$ cat src/rtl/riscv_pkg.sv
// Core-wide RISC-V constants shared by decode, register file and writeback.
package riscv_pkg;

   localparam int XLEN         = 32;
   localparam int NB_REGS      = 5;
   localparam int NB_ARCH_REGS = 32;

   localparam int NB_WB_SRC = 3;
   localparam int WB_ALU    = 0;
   localparam int WB_LSU    = 1;
   localparam int WB_MDU    = 2;

   typedef logic [NB_REGS-1:0] reg_adr_t;

   function automatic logic [NB_ARCH_REGS-1:0] reg_onehot(input reg_adr_t adr);
      reg_onehot = NB_ARCH_REGS'(1) << adr;
   endfunction

endpackage

$ cat src/rtl/wb_age_prio_arb.sv
// Fixed-priority arbiter where a requester that has lost AGE_MAX cycles in a row
// overrides the static order; the lowest-index aged requester wins.
module wb_age_prio_arb #(
   parameter int NB_SRC  = 3,
   parameter int AGE_MAX = 4,
   parameter int AGE_W   = $clog2(AGE_MAX+1)
) (
   input  logic              clk,
   input  logic              reset,
   input  logic [NB_SRC-1:0] valid_i,
   output logic [NB_SRC-1:0] grant_o
);

   localparam logic [AGE_W-1:0] AGE_LIM = AGE_W'(AGE_MAX);

   logic [AGE_W-1:0]  age_q [NB_SRC];
   logic [AGE_W-1:0]  age_d [NB_SRC];
   logic [NB_SRC-1:0] aged_s;
   logic [NB_SRC-1:0] aged_first_s;
   logic [NB_SRC-1:0] valid_first_s;
   logic [NB_SRC-1:0] grant_s;

   // Grant selection and next age values.
   always_comb begin
      for (int i = 0; i < NB_SRC; i++) begin
         aged_s[i] = valid_i[i] && (age_q[i] == AGE_LIM);
      end
      // x & -x isolates the lowest set bit, i.e. the highest-priority requester.
      aged_first_s  = aged_s & (~aged_s + NB_SRC'(1));
      valid_first_s = valid_i & (~valid_i + NB_SRC'(1));
      grant_s       = (|aged_s) ? aged_first_s : valid_first_s;
      for (int i = 0; i < NB_SRC; i++) begin
         age_d[i] = (grant_s[i] || !valid_i[i]) ? AGE_W'(0) :
                    (age_q[i] == AGE_LIM)       ? age_q[i]  :
                                                  age_q[i] + AGE_W'(1);
      end
   end

   // Age counter state.
   always_ff @(posedge clk) begin
      if (reset) begin
         for (int i = 0; i < NB_SRC; i++) begin
            age_q[i] <= AGE_W'(0);
         end
      end else begin
         age_q <= age_d;
      end
   end

   assign grant_o = grant_s;

endmodule

$ cat src/rtl/rf_wb_arbiter.sv
// Register-file write-port arbiter: one registered write stage shared by the
// writeback sources, plus the busy scoreboard used by decode for RAW/WAW stalls.
module rf_wb_arbiter
   import riscv_pkg::*;
#(
   parameter int NB_SRC  = NB_WB_SRC,
   parameter int AGE_MAX = 4,
   parameter int AGE_W   = $clog2(AGE_MAX+1)
) (
   input  logic                      clk,
   input  logic                      reset,
   input  logic [NB_SRC-1:0]         src_valid_i,
   output logic [NB_SRC-1:0]         src_ready_o,
   input  logic [NB_SRC*NB_REGS-1:0] src_adr_i,
   input  logic [NB_SRC*XLEN-1:0]    src_data_i,
   input  logic                      issue_valid_i,
   input  logic [NB_REGS-1:0]        issue_adr_i,
   input  logic [NB_REGS-1:0]        rs1_adr_i,
   input  logic [NB_REGS-1:0]        rs2_adr_i,
   output logic                      rs1_busy_o,
   output logic                      rs2_busy_o,
   output logic                      rd_busy_o,
   output logic                      write_valid_o,
   output logic [NB_REGS-1:0]        write_adr_o,
   output logic [XLEN-1:0]           write_data_o
);

   logic [NB_SRC-1:0]       grant_s;
   logic                    xfer_s;
   logic [NB_REGS-1:0]      sel_adr_s;
   logic [XLEN-1:0]         sel_data_s;
   logic [NB_ARCH_REGS-1:0] clr_mask_s;
   logic [NB_ARCH_REGS-1:0] set_mask_s;

   logic                    write_valid_q, write_valid_d;
   logic [NB_REGS-1:0]      write_adr_q, write_adr_d;
   logic [XLEN-1:0]         write_data_q, write_data_d;
   logic [NB_ARCH_REGS-1:0] busy_q, busy_d;

   wb_age_prio_arb #(
      .NB_SRC  (NB_SRC),
      .AGE_MAX (AGE_MAX),
      .AGE_W   (AGE_W)
   ) u_arb (
      .clk     (clk),
      .reset   (reset),
      .valid_i (src_valid_i),
      .grant_o (grant_s)
   );

   // Granted-source mux and next output-stage values.
   always_comb begin
      sel_adr_s  = '0;
      sel_data_s = '0;
      for (int i = 0; i < NB_SRC; i++) begin
         sel_adr_s  = sel_adr_s  | (grant_s[i] ? src_adr_i[i*NB_REGS +: NB_REGS] : NB_REGS'(0));
         sel_data_s = sel_data_s | (grant_s[i] ? src_data_i[i*XLEN +: XLEN]      : XLEN'(0));
      end
      xfer_s        = |grant_s;
      // x0 writes complete the handshake but never reach the register file.
      write_valid_d = xfer_s && (sel_adr_s != NB_REGS'(0));
      write_adr_d   = xfer_s ? sel_adr_s  : write_adr_q;
      write_data_d  = xfer_s ? sel_data_s : write_data_q;
   end

   // Scoreboard next state: a new producer's set overrides a same-cycle clear.
   always_comb begin
      clr_mask_s = write_valid_q ? reg_onehot(write_adr_q) : NB_ARCH_REGS'(0);
      set_mask_s = (issue_valid_i && (issue_adr_i != NB_REGS'(0))) ?
                   reg_onehot(issue_adr_i) : NB_ARCH_REGS'(0);
      busy_d     = ((busy_q & ~clr_mask_s) | set_mask_s) & ~NB_ARCH_REGS'(1);
   end

   // Output stage and scoreboard state.
   always_ff @(posedge clk) begin
      if (reset) begin
         write_valid_q <= 1'b0;
         write_adr_q   <= NB_REGS'(0);
         write_data_q  <= XLEN'(0);
         busy_q        <= NB_ARCH_REGS'(0);
      end else begin
         write_valid_q <= write_valid_d;
         write_adr_q   <= write_adr_d;
         write_data_q  <= write_data_d;
         busy_q        <= busy_d;
      end
   end

   assign src_ready_o   = grant_s;
   assign write_valid_o = write_valid_q;
   assign write_adr_o   = write_adr_q;
   assign write_data_o  = write_data_q;
   assign rs1_busy_o    = busy_q[rs1_adr_i];
   assign rs2_busy_o    = busy_q[rs2_adr_i];
   assign rd_busy_o     = busy_q[issue_adr_i];

endmodule

$ cat config.mk
export PLATFORM = sky130hd
export DESIGN_NAME = rf_wb_arbiter
export DESIGN_NICKNAME = d
export VERILOG_FILES = /design/src/rtl/riscv_pkg.sv /design/src/rtl/wb_age_prio_arb.sv /design/src/rtl/rf_wb_arbiter.sv
export SDC_FILE = /design/constraint.sdc
export NUM_CORES = 1
export LEC_CHECK = 0
export CORE_ASPECT_RATIO = 2
export CORE_MARGIN = 5
export CORE_UTILIZATION = 55
export CTS_CLUSTER_DIAMETER = 60
export DETAILED_ROUTE_END_ITERATION = 6
export DONT_BUFFER_PORTS = 1
export GPL_TIMING_DRIVEN = 0
export PLACE_DENSITY = 0.72
export SLEW_MARGIN = 20
export SYNTH_ARGS = -nofsm -noshare
export SYNTH_HDL_FRONTEND = slang
export SYNTH_SLANG_ARGS = --single-unit
$ cat constraint.sdc
create_clock -name clk -period 5.7 [get_ports clk]
set_input_delay 0.57 -clock clk [delete_from_list [all_inputs] [get_ports clk]]
set_output_delay 0.57 -clock clk [all_outputs]
set_load 0.005 [all_outputs]
==> impl_results.md <==
* Slew HR at 0.316
* Sequential share of power at 0.443
* Post-cts resize count at 0
* CP arrival at 2.27 ns
* Htree depth at 3
* Mapped Cells at 479
* Root Buffer: clkbuf_16
* Clk pwr share at 0.452
* Grt ovf at 0
* Largest net degree at the start of global routing at 13
* Placed Area at 4370 um2
* Synth Cell Area at 4250 um2
* # clock sinks at 78
* Worst-path fanout max at 9
* R2r setup slk at 3.39 ns
* P_leak at 1.59 nW
* Dpl cells at 573
* R2R cell count at 9
* Grt peak-use layer: met2
* Layout area overhead at 10.2%
* Synth Flop Type: dfxtp_1
* Hold path depth at 2
* Hold Path Origin: src_data_i[38]
* Worst Hold Path EP: write_data_o[6]$_SDFFE_PP0P_
* Vias in the first global route at 4082
* Routed Antenna Nets at 0
* Initial antenna violation count at 0
* Mean post-synth cell area at 8.87 um2
* Drt pass-1 iters at 7
* Final cycle utilization of the critical path at 0.499
* Layout cells sized above 1 at 0.121
* Height of the chip at 134 um
* Endpoint type of the worst setup path: output pin
* Syn_nets at 617
* Number of synthesized flops with an enable pin at 0
* Fin. Hold Viols at 0
* Yosys cell types at 35
* Critical Path Source Type: primary input
* Outcome: finished with violations
* Die Span X at 72.2 um
* Clock Skew at 0.00523 ns
* Gpl congestion at 0.943
* Reg-to-reg endpoint: write_valid_o$_SDFF_PP0_
* YS warnings at 0
* Sw Ratio at 0.243
* Die ar. at 9690 um2
* Final Cell Area at 4680 um2
* Combinational power share at 0.105
* Met2 Use GR at 0.490
* Final setup fails at 0
* Port buffer count at 0
* HP Class: primary input to register
* Failing checks: design-rule violations
* Fin cells at 589
* Clock-pin slew on the worst setup and hold paths at 0.06 ns
* TritonCTS buffer count at 9
* Starting Density at 0.563
* DRC violations left at 9
* Synthesized flop and latch total at 78
* VDD IR-drop max at 192 uV
* Deepest clock path buffer count at 2
* Total power at 0.00135 W
* Fin Setup TNS at 0 ns
* WP data required at 5.13 ns
* Cts hold-fix bufs at 0
* Slew Limit Fails at 0
* Core ar. at 7540 um2
* Nets@finish at 628
* FMAX at 0.352 GHz
* Clk Latency, worst-skew pair at 0.34 ns
* Async S/R FF share, synth at 0
* Met1 usage at 0.277
* Multi-input logic area at 2500 um2
* DRT iter0 DRCs at 381
* Hpwl dp at 10800 um
* Overall Global Routing Usage at 0.275
* Pwr dens at 288 nW/um2
* Unrepaired setup endpoints after global routing: false
* Global-route wire length before repair at 20500 um
* Register area at 1560 um2
* Power Internal at 0.00102 W
* Met3 global-route usage at 0.0578
* Hold Worst Slack at 0.368 ns
* Fill count at 684
* Post-CTS setup buffer count at 0
* # rows at 45
* Final min period at 2.84 ns
* Max cap viols at 0
* Sequential area share after synthesis at 0.367
* Worst r2r src: u_arb.age_q[0]$_SDFFE_PP0P_
* Net switching power at 0.000328 W
* Worst slew pin tran at 1.02 ns
* Post-Route WL at 13400 um
* Critical Setup Path Class: primary input to output pin
* Vias post-DR at 4065
* # diodes at 0
* Num ports at 176
* TritonCTS clock tree: done
* Vias/cell at 6.90
* Avg WL per Cell at 22.7 um
how the worst max path moves through the flow:
stage	startpoint	endpoint	slack, ns	cells past startpoint
floorplan	issue_adr_i[0]	rd_busy_o	3.09	4
global placement	rs2_adr_i[1]	rs2_busy_o	2.90	6
detailed placement	rs2_adr_i[1]	rs2_busy_o	2.86	6
CTS	rs2_adr_i[1]	rs2_busy_o	2.86	6
global route	rs2_adr_i[1]	rs2_busy_o	2.82	6
finish	rs2_adr_i[1]	rs2_busy_o	2.86	6
sequential cells by signal, summed over array words and instances, names as in the netlist:
register and flops:
busy_q 31, write_adr_o 5, write_valid_o 1, write_data_o 32
u_arb.age_q 9
final cells by class:
| type | instances | area share |
|---|---|---|
| multi-input combinational | 354 | 0.534 |
| sequential | 78 | 0.333 |
| clock buffer | 12 | 0.0526 |
| buffer | 39 | 0.0337 |
| tap | 94 | 0.0251 |
| clock inverter | 4 | 0.0150 |
| inverter | 8 | 0.00641 |
synth_stat cells (4+ instances only):
| cell | instances | area, um2 |
|---|---|---|
| nor2b_1 | 5 | 31.3 |
| nor4b_1 | 4 | 35.0 |
| nor2_1 | 30 | 113 |
| ha_1 | 6 | 75.1 |
| a211oi_1 | 22 | 165 |
| and2_1 | 4 | 25.0 |
| nand3_1 | 9 | 45.0 |
| a22oi_1 | 22 | 165 |
| mux4_2 | 27 | 608 |
| a222oi_1 | 16 | 160 |
| or2_2 | 5 | 31.3 |
| clkbuf_1 | 28 | 105 |
| nand3b_1 | 5 | 37.5 |
| o21ai_1 | 19 | 95.1 |
| inv_1 | 7 | 26.3 |
| a21oi_1 | 51 | 255 |
| dfxtp_1 | 78 | 1560 |
| nand2_1 | 61 | 229 |
| o21ai_0 | 42 | 210 |
| buf_2 | 9 | 45.0 |
placed cells by master, fill, tap and decap left out, drive strengths merged:
| cell | instances |
|---|---|
| a211oi | 22 |
| a21oi | 51 |
| a222oi | 16 |
| a22oi | 22 |
| a311oi | 1 |
| a31o | 1 |
| and2 | 4 |
| and3 | 3 |
| and4 | 2 |
| buf | 11 |
| bufinv | 2 |
| clkbuf | 40 |
| clkinv | 2 |
| dfxtp | 78 |
| ha | 6 |
| inv | 8 |
| mux2 | 5 |
| mux2i | 3 |
| mux4 | 27 |
| nand2 | 61 |
| nand2b | 2 |
| nand3 | 9 |
| nand3b | 5 |
| nor2 | 30 |
| nor2b | 5 |
| nor3 | 3 |
| nor4b | 4 |
| nor4bb | 1 |
| o21ai | 61 |
| or2 | 5 |
| or3 | 1 |
| or3b | 2 |
| xnor2 | 2 |
power groups by stage:
stage	sequential [W]	combinational, W	clock (W)
3_5_place_dp	0.000608	0.000141	0
3_3_place_gp	0.000608	0.000137	0
5_1_grt	0.000599	0.000156	0.000638
6_report	0.000597	0.000142	0.000610
2_1_floorplan	0.000599	0.000108	0
4_1_cts	0.000597	0.000141	0.000616
worst max-delay path, cell delays in order:
cell and delay, ns:
clkbuf_1 0.42, mux2_1 0.38, nand2_1 0.07, o21ai_0 0.08
mux4_2 0.46, mux2_2 0.29
stage by stage:
stage,worst slack [ns],utilization
2_1_floorplan,3.09,-
3_3_place_gp,2.90,0.579
3_5_place_dp,2.86,0.579
4_1_cts,2.86,0.621
5_1_grt,2.82,0.621
6_report,2.86,0.621
per-layer routing:
metal | routed length (um) | up-vias | share of wire
met2 | 7350 | 239 | 0.55
li1 | - | 1825 | -
met1 | 4320 | 1951 | 0.32
met5 | 0 | - | 0
met4 | 715 | 0 | 0.053
met3 | 978 | 50 | 0.073
cell families after synthesis:
logic type,share of synthesized area
AO/OA/AOI/OAI,0.251
AND/OR/NAND/NOR,0.152
flip-flops,0.367
buffers and inverters,0.0442
multiplexers,0.163
adder cells (fa/ha/maj),0.0177
XOR/XNOR,0.00412
Note: power is estimated with default switching activity, not from simulation.
